==> config.mk <==
export PLATFORM = sky130hd
export DESIGN_NAME = shift_seq_ctrl
export DESIGN_NICKNAME = d
export VERILOG_FILES = /design/src/rtl/shift_pkg.sv /design/src/rtl/shift_step_calc.sv /design/src/rtl/shift_seq_ctrl.sv
export SDC_FILE = /design/constraint.sdc
export NUM_CORES = 1
export LEC_CHECK = 0
export CAP_MARGIN = 20
export CORE_MARGIN = 2
export CORE_UTILIZATION = 30
export DETAILED_ROUTE_END_ITERATION = 12
export GPL_TIMING_DRIVEN = 0
export SLEW_MARGIN = 5
export SYNTH_ARGS = -nofsm -noshare
export SYNTH_HDL_FRONTEND = slang
export SYNTH_SLANG_ARGS = --single-unit
==> constraint.sdc <==
create_clock -name clk -period 2.16 [get_ports clk]
set_input_delay 0.432 -clock clk [delete_from_list [all_inputs] [get_ports clk]]
set_output_delay 0.432 -clock clk [all_outputs]
set_load 0.02 [all_outputs]
==> src/rtl/shift_pkg.sv <==
// Shared op codes, FSM states and dir-to-op mapping for the shift register control path.
package shift_pkg;

  localparam int unsigned OP_W    = 3;
  localparam int unsigned SHAMT_W = 2;
  localparam int unsigned DIR_W   = 2;

  typedef logic [OP_W-1:0] op_t;

  localparam op_t OP_NOP  = 3'b000;
  localparam op_t OP_LOAD = 3'b001;
  localparam op_t OP_LSL  = 3'b010;
  localparam op_t OP_LSR  = 3'b011;
  localparam op_t OP_ASR  = 3'b100;

  localparam logic [DIR_W-1:0] DIR_LSL     = 2'd0;
  localparam logic [DIR_W-1:0] DIR_LSR     = 2'd1;
  localparam logic [DIR_W-1:0] DIR_ASR     = 2'd2;
  localparam logic [DIR_W-1:0] DIR_INVALID = 2'd3;

  typedef enum logic [1:0] {
    ST_IDLE  = 2'd0,
    ST_LOAD  = 2'd1,
    ST_SHIFT = 2'd2,
    ST_DONE  = 2'd3
  } state_t;

  // Map a request direction to its shift op; the invalid code falls back to LSL.
  function automatic op_t dir_to_op(input logic [DIR_W-1:0] dir);
    case (dir)
      DIR_LSL: dir_to_op = OP_LSL;
      DIR_LSR: dir_to_op = OP_LSR;
      DIR_ASR: dir_to_op = OP_ASR;
      default: dir_to_op = OP_LSL;
    endcase
  endfunction

endpackage

==> src/rtl/shift_step_calc.sv <==
// Combinational step sizing: step = min(rem, STEP_MAX), remainder after that step.
module shift_step_calc
  import shift_pkg::*;
#(
  parameter int unsigned TOT_W    = 3,
  parameter int unsigned STEP_MAX = 3
) (
  input  logic [TOT_W-1:0]   rem,
  output logic [SHAMT_W-1:0] step_c,
  output logic [TOT_W-1:0]   rem_next_c
);

  // Clamp the step to STEP_MAX; subtraction cannot underflow since step <= rem.
  always_comb begin
    step_c = SHAMT_W'(rem);
    if (rem > TOT_W'(STEP_MAX)) begin
      step_c = SHAMT_W'(STEP_MAX);
    end
    rem_next_c = rem - TOT_W'(step_c);
  end

endmodule

==> src/rtl/shift_seq_ctrl.sv <==
// Shift command sequencer: expands one request into LOAD / shift command cycles.
// Optional feature macro: SHIFT_SEQ_ERR_EN (adds err output, rejects dir=3).
module shift_seq_ctrl
  import shift_pkg::*;
#(
  parameter int unsigned TOT_W    = 3,
  parameter int unsigned STEP_MAX = 3
) (
  input  logic               clk,
  input  logic               reset,
  input  logic               start,
  input  logic               load_en,
  input  logic [DIR_W-1:0]   dir,
  input  logic [TOT_W-1:0]   total,
  output logic [OP_W-1:0]    op,
  output logic [SHAMT_W-1:0] shamt,
  output logic               busy,
  output logic               done
`ifdef SHIFT_SEQ_ERR_EN
  ,
  output logic               err
`endif
);

  state_t               st;
  logic [TOT_W-1:0]     rem;
  op_t                  dir_op;
  logic [TOT_W-1:0]     calc_in_c;
  logic [SHAMT_W-1:0]   step_c;
  logic [TOT_W-1:0]     rem_next_c;
  logic                 dir_bad_c;

  // In IDLE the first step is sized from the incoming total, afterwards from rem.
  always_comb begin
    calc_in_c = rem;
    if (st == ST_IDLE) begin
      calc_in_c = total;
    end
  end

  // Invalid direction only rejects the request when the error feature is built in.
  always_comb begin
`ifdef SHIFT_SEQ_ERR_EN
    dir_bad_c = (dir == DIR_INVALID);
`else
    dir_bad_c = 1'b0;
`endif
  end

  shift_step_calc #(
    .TOT_W    (TOT_W),
    .STEP_MAX (STEP_MAX)
  ) u_step (
    .rem        (calc_in_c),
    .step_c     (step_c),
    .rem_next_c (rem_next_c)
  );

  // FSM with registered outputs: outputs reflect the state being entered.
  always_ff @(posedge clk or posedge reset) begin
    if (reset) begin
      st     <= ST_IDLE;
      rem    <= '0;
      dir_op <= OP_LSL;
      op     <= OP_NOP;
      shamt  <= '0;
      busy   <= 1'b0;
      done   <= 1'b0;
`ifdef SHIFT_SEQ_ERR_EN
      err    <= 1'b0;
`endif
    end else begin
      op    <= OP_NOP;
      shamt <= '0;
      done  <= 1'b0;
`ifdef SHIFT_SEQ_ERR_EN
      err   <= 1'b0;
`endif
      case (st)
        ST_IDLE: begin
          if (start) begin
            dir_op <= dir_to_op(dir);
            busy   <= 1'b1;
            if (dir_bad_c) begin
              rem  <= '0;
              st   <= ST_DONE;
              done <= 1'b1;
`ifdef SHIFT_SEQ_ERR_EN
              err  <= 1'b1;
`endif
            end else if (load_en) begin
              rem <= total;
              st  <= ST_LOAD;
              op  <= OP_LOAD;
            end else if (total != '0) begin
              rem   <= rem_next_c;
              st    <= ST_SHIFT;
              op    <= dir_to_op(dir);
              shamt <= step_c;
            end else begin
              rem  <= '0;
              st   <= ST_DONE;
              done <= 1'b1;
            end
          end
        end
        ST_LOAD, ST_SHIFT: begin
          if (rem != '0) begin
            rem   <= rem_next_c;
            st    <= ST_SHIFT;
            op    <= dir_op;
            shamt <= step_c;
          end else begin
            st   <= ST_DONE;
            done <= 1'b1;
          end
        end
        ST_DONE: begin
          st   <= ST_IDLE;
          busy <= 1'b0;
        end
        default: begin
          st   <= ST_IDLE;
          busy <= 1'b0;
        end
      endcase
    end
  end

endmodule

# ---- Word-level counts from Yosys, hierarchy flattened
# Index checks and enable logic that the tools add are counted.
dict set report totals {
  reg_bits 15
  latch_bits 0
  ram_bits 0
  rom_bits 0
  in_bits 9
  output_inout_bits 7
  word_cells 55
  mem_count 0
}
dict set report classes {
  n_addsub 1
  mul 0
  div 0
  magnitude_cmp 1
  eq_ne 7
  n_shift 0
  n_mux 30
  n_bitwise 0
  reduce_logical 9
}
# op count
set op_table {}
lappend op_table {{two-way mux 3 bit} 9}
lappend op_table {{case mux 3 bit (2 select lines)} 3}
lappend op_table {{two-way mux 2 bit} 7}
lappend op_table {{two-way mux 1 bit} 7}
lappend op_table {{equality test 2 bit (second input constant)} 3}
lappend op_table {{case mux 2 bit (3 select lines)} 1}
lappend op_table {{nonzero test 3 bit} 2}
lappend op_table {{equality test 2 x 1 -> 1 bit (second input constant)} 2}
lappend op_table {{!= test 2 bit (second input constant)} 2}
lappend op_table {{case mux 1 bit (2 select lines)} 2}
lappend op_table {{case mux 2 bit (2 select lines)} 1}
lappend op_table {{AND reduction 2 bit} 2}
lappend op_table {{nonzero test 2 bit} 2}
lappend op_table {{> comparator 3 x 2 -> 1 bit (second input constant)} 1}
lappend op_table {{AND reduction 3 bit} 1}
lappend op_table {{subtractor 3 x 2 -> 3 bit} 1}
lappend op_table {{zero test 2 bit} 1}
lappend op_table {{OR reduction 2 bit} 1}

# ---- Logic depth before layout (Yosys ltp)
dict set report depth {
  ltp_word 9
  ltp_mapped 9
  depth_no_buf 8
}

# ---- Hierarchy
# A second synthesis with hierarchy kept.
dict set report hier_totals {
  cells_unflattened 88
  hier_area_um2 880.8
}
# mod n_inst cells_each area_each_um2 seq_area_each_um2
set by_module_without_submodules {}
lappend by_module_without_submodules {shift_seq_ctrl 1 81 828.3 376.6}
lappend by_module_without_submodules {shift_step_calc 1 7 52.6 0.0}

# ---- Worst setup path after synthesis
# OpenSTA, ideal clock, no wires.
dict set report synth_timing {
  path_type {register -> register}
  from {register st[0]}
  to {register rem[2]}
  setup_ps 139
  arrival_time_ps 1622
  required_time_ps 2021
  path_slack_ps 399
  path_stages_with_launch 10
  path_buffers 1
  period_less_slack_ps 1761
  path_cell_list {dfrtp_1 > inv_1 > ha_1 > buf_2 > mux2i_1 > nand2_1 > ha_1 > xnor2_1 > a22oi_1 > a21oi_1}
}
dict set report synth_between {
  elab_chain_len 9
  word_cells_on_any_way 17
}
# element line_no
set synth_lines {}
lappend synth_lines {{start, declared} shift_seq_ctrl.sv:25} ;# state_t st;
lappend synth_lines {{start signal, assigned} shift_seq_ctrl.sv:62} ;# st <= ST_IDLE;
lappend synth_lines {{start signal, assigned} shift_seq_ctrl.sv:86} ;# st <= ST_DONE;
lappend synth_lines {{start signal, assigned} shift_seq_ctrl.sv:93} ;# st <= ST_LOAD;
lappend synth_lines {{zero test 2 bit} {shift_seq_ctrl.sv:36, shift_seq_ctrl.sv:79}}
lappend synth_lines {{two-way mux 3 bit} shift_seq_ctrl.sv:36} ;# if (st == ST_IDLE) begin
lappend synth_lines {{> comparator 3 x 2 -> 1 bit} shift_step_calc.sv:16} ;# if (rem > TOT_W'(STEP_MAX)) begin
lappend synth_lines {{two-way mux 2 bit} shift_step_calc.sv:16}
lappend synth_lines {{subtractor 3 x 2 -> 3 bit} shift_step_calc.sv:19} ;# rem_next_c = rem - TOT_W'(step_c);
lappend synth_lines {{two-way mux 3 bit} shift_seq_ctrl.sv:95} ;# end else if (total != '0) begin
lappend synth_lines {{two-way mux 3 bit} shift_seq_ctrl.sv:91} ;# end else if (load_en) begin
lappend synth_lines {{two-way mux 3 bit} shift_seq_ctrl.sv:81} ;# if (start) begin
lappend synth_lines {{case mux 3 bit (2 select lines)} shift_seq_ctrl.sv:79} ;# case (st)
lappend synth_lines {{end signal, assigned} shift_seq_ctrl.sv:92} ;# rem <= total;
lappend synth_lines {{end signal, assigned} shift_seq_ctrl.sv:96} ;# rem <= rem_next_c;
lappend synth_lines {{end signal, assigned} shift_seq_ctrl.sv:109} ;# rem <= rem_next_c;
lappend synth_lines {{end, declared} shift_seq_ctrl.sv:26} ;# logic [TOT_W-1:0] rem;
# Several ways; a longest one is shown, not always the timed one. The select of a mux whose other input is x is not followed.
# A chain may end at the register's enable or synchronous reset.

# ---- Final worst setup path
# Same ends and word-level chain as after synthesis.

==> results.yml <==
die:
  fp.dieW_um: 57.2
  initial_core_utilization_pct: 31.3
  floorplan.die_area_um2: 3270
  core_area_um2: 2710
  std_cell_rows: 19
  chipHeight_um: 57.2
  pin_count: 16
power_and_ir_drop:
  leakage_uw: 0.000467
  power-per-cell-area_nw_per_um2: 1490
  combinationalPowerShare_pct: 59.3
  clock_power_share_pct: 10.1
  switching_share_pct: 41.2
  vdd_ir_drop_max_mv: 0.773
  p_int_uw: 930
  seq_power_share_pct: 30.6
  power.net_switching_uw: 651
  total_power_uw: 1580
placement:
  dp_cell_count: 130
  placement.setup.worst_slack_ns: 0.185
  buffer_ports.inserted: 14
  place_congestion: 0.824
  dp_hpwl_um: 1210
sta:
  transition_time_at_the_pin_with_the_least_slew_margin_ns: 0.561
  tmin_final_ns: 1.94
  timing.slew.headroom_pct: 62.6
  finalMaxSlewViolations: 0
  timing.fmax_mhz: 514
  worst_clock_skew_ns: 0.00521
  holdWs_ns: 0.447
  totalNegativeSetupSlack_ns: 0
  setup_slack_ns: 0.215
  report.final.setup_viol: 0
  finalHoldViolCount: 0
  period_share_pct: 90.0
  grt_setup_unrepaired: "no"
clock_network:
  root_buffer_cell: "sky130_fd_sc_hd__clkbuf_4"
  clk_pin_slew_worst_paths_ns: 0.09
  cts-buffers-inserted: 3
  tritoncts: "yes"
  h-tree-depth: 1
  hold_buffers: 0
  clk_path_buf_depth: 2
  clkLatencyLatePin_ns: 0.27
  clock_sinks: 15
detailed_routing:
  drt-initial-drc-count: 8
  dr.pass1.iters: 4
  routedWlPerCell_um: 11.6
  drc_errors: 0
  vias_per_cell: 4.95
  route.final.wire_length_um: 1560
  postRouteAntennaNets: 0
  vias: 663
synthesis:
  syn_nets: 99
  yosys_warnings: 0
  count_of_state_elements_after_synthesis: 15
  post_synth.cell_area_avg_um2: 9.98
  netlist-cell-type-count: 28
  post_synth_inst_count: 85
  synth_area_um2: 848
  synth_sequential_area_ratio_pct: 44.4
critical_path:
  crit_path_max_incr_delay_ns: 0.42
  cp_common_cell: "sky130_fd_sc_hd__ha_1"
  r2r_slack_ns: 0.22
  crit_slowest_cell: "sky130_fd_sc_hd__dfrtp_1"
  critPathMaxFanout: 9
  timing.critical_path.from_type: "flip-flop"
  critical_path.endpoint_type: "flip-flop"
  critical_path.top_delay_family: "flip-flops"
  cp.depth: 9
  critPathBufInv: 2
  crit_type: "reg2reg"
  required_ns: 2.31
  timing.critical_path.cells: "inv_1 > ha_1 > buf_2 > mux2i_2 > nand2_1 > ha_1 > xnor2_1 > a22oi_1 > a21oi_1"
  cp_data_arrival_time_ns: 2.09
  count_of_cells_along_the_worst_register_to_register_path: 9
global_routing:
  antenna_found_initial: 0
  vias_in_the_first_global_route: 648
  grtUsageMet2_pct: 18.2
  grt.met1_usage_pct: 13.0
  grt_usage_pct: 10.4
  grt_max_degree: 16
  grt_pass1_wl_um: 2680
  overflow: 0
  globalRouteMet3Util_pct: 2.04
  top_usage_layer: "met2"
min_path:
  whs_path_depth: 2
  min-delay-path-class: "in2reg"
run_status:
  run_status: "completed"
flow_run:
  drv.max_cap_violation_count: 0
layout:
  antenna-diode-count: 0
  drive_above_1_share_pct: 14.6
  finish.net_count: 118
  layout_common_cells: "14 x sky130_fd_sc_hd__dfrtp_1, 14 x sky130_fd_sc_hd__clkdlybuf4s50_1, 8 x sky130_fd_sc_hd__a21oi_1, 8 x sky130_fd_sc_hd__nor2_1, 8 x sky130_fd_sc_hd__nand2_1"
  syn_to_final_growth_pct: 24.6
  final_cells: 134
-- what timing repair did --
action / CTS / global route
gates resized for setup: 0 / 1
setup buffers: 0 / 0
setup endpoints to repair: 0 / 1
-- routing by layer --
metal | wire length (µm) | part of all wire, %
met1 | 710 | 46
met2 | 767 | 49
met3 | 81 | 5.2
met4 | 0 | 0
met5 | 0 | 0
-- metrics by stage --
step	area, µm²	util, %
3_3_place_gp	1030	37.9
3_5_place_dp	1030	37.9
2_1_floorplan	848	-
6_report	1060	39.0
5_1_grt	1060	39.0
4_1_cts	1050	38.9
-- power by group through the flow --
stage | logic [µW] | registers (µW) | clock network [µW]
3_5_place_dp | 936 | 489 | 0
6_report | 938 | 483 | 159
2_1_floorplan | 633 | 542 | 0
4_1_cts | 937 | 482 | 164
5_1_grt | 1050 | 501 | 173
3_3_place_gp | 918 | 485 | 0
-- final timing paths --
check	endpoint	start
min	dir_op[1]	start
max in group asynchronous	op[1]	reset
max reg2reg	rem[2]	st[0]
max	rem[2]	st[0]
min in group asynchronous	op[0]	reset
min reg2reg	dir_op[0]	dir_op[0]
-- cells in the mapped netlist, drive strengths merged --
| library cell | number | area [µm²] |
|---|---|---|
| mux2 | 3 | 37.5 |
| nand2 | 8 | 30.0 |
| nor3 | 3 | 20.0 |
| dfstp | 1 | 26.3 |
| dfrtp | 14 | 350 |
| buf | 3 | 21.3 |
| a211oi | 1 | 12.5 |
| a32oi | 2 | 17.5 |
| ha | 5 | 62.6 |
| xnor2 | 1 | 8.76 |
| o21ai | 6 | 30.0 |
| nor2b | 3 | 26.3 |
| a31oi | 1 | 6.26 |
| inv | 5 | 18.8 |
| a22oi | 3 | 22.5 |
| mux2i | 5 | 50.1 |
| nor2 | 8 | 30.0 |
| nor4 | 1 | 6.26 |
| nand2b | 1 | 6.26 |
| a21oi | 8 | 40.0 |
| nand4 | 1 | 6.26 |
| o21bai | 2 | 18.8 |
-- registers in the layout (all words and copies together), names as in the netlist --
signal / cells
st: 2
op: 3
rem: 3
busy: 1
done: 1
dir_op: 3
shamt: 2
-- kinds of logic after synthesis --
group,count (synthesis),synth area share (%)
AND/OR/NAND/NOR,25,14.8
AO/OA/AOI/OAI,23,17.4
flip-flops,15,44.4
buffers and inverters,8,4.72
multiplexers,8,10.3
adder cells (fa/ha/maj),5,7.37
XOR/XNOR,1,1.03
-- area by class of cell --
cell class                 count  area, µm²
fill                         282       1650
multi-input combinational     62        435
sequential                    15        377
timing repair buffer          14        140
tap                           31       38.8
clock buffer                   4       26.3
buffer                         3       21.3
inverter                       5       18.8
-- worst reg2reg max path, cell delays in order, from the launching register on --
cell                      delay, ns
sky130_fd_sc_hd__dfrtp_1       0.42
sky130_fd_sc_hd__inv_1         0.09
sky130_fd_sc_hd__ha_1          0.13
sky130_fd_sc_hd__buf_2         0.22
sky130_fd_sc_hd__mux2i_2       0.32
sky130_fd_sc_hd__nand2_1       0.09
sky130_fd_sc_hd__ha_1          0.20
sky130_fd_sc_hd__xnor2_1       0.13
sky130_fd_sc_hd__a22oi_1       0.15
sky130_fd_sc_hd__a21oi_1       0.09
No activity file was read; power rests on OpenSTA's default activity.
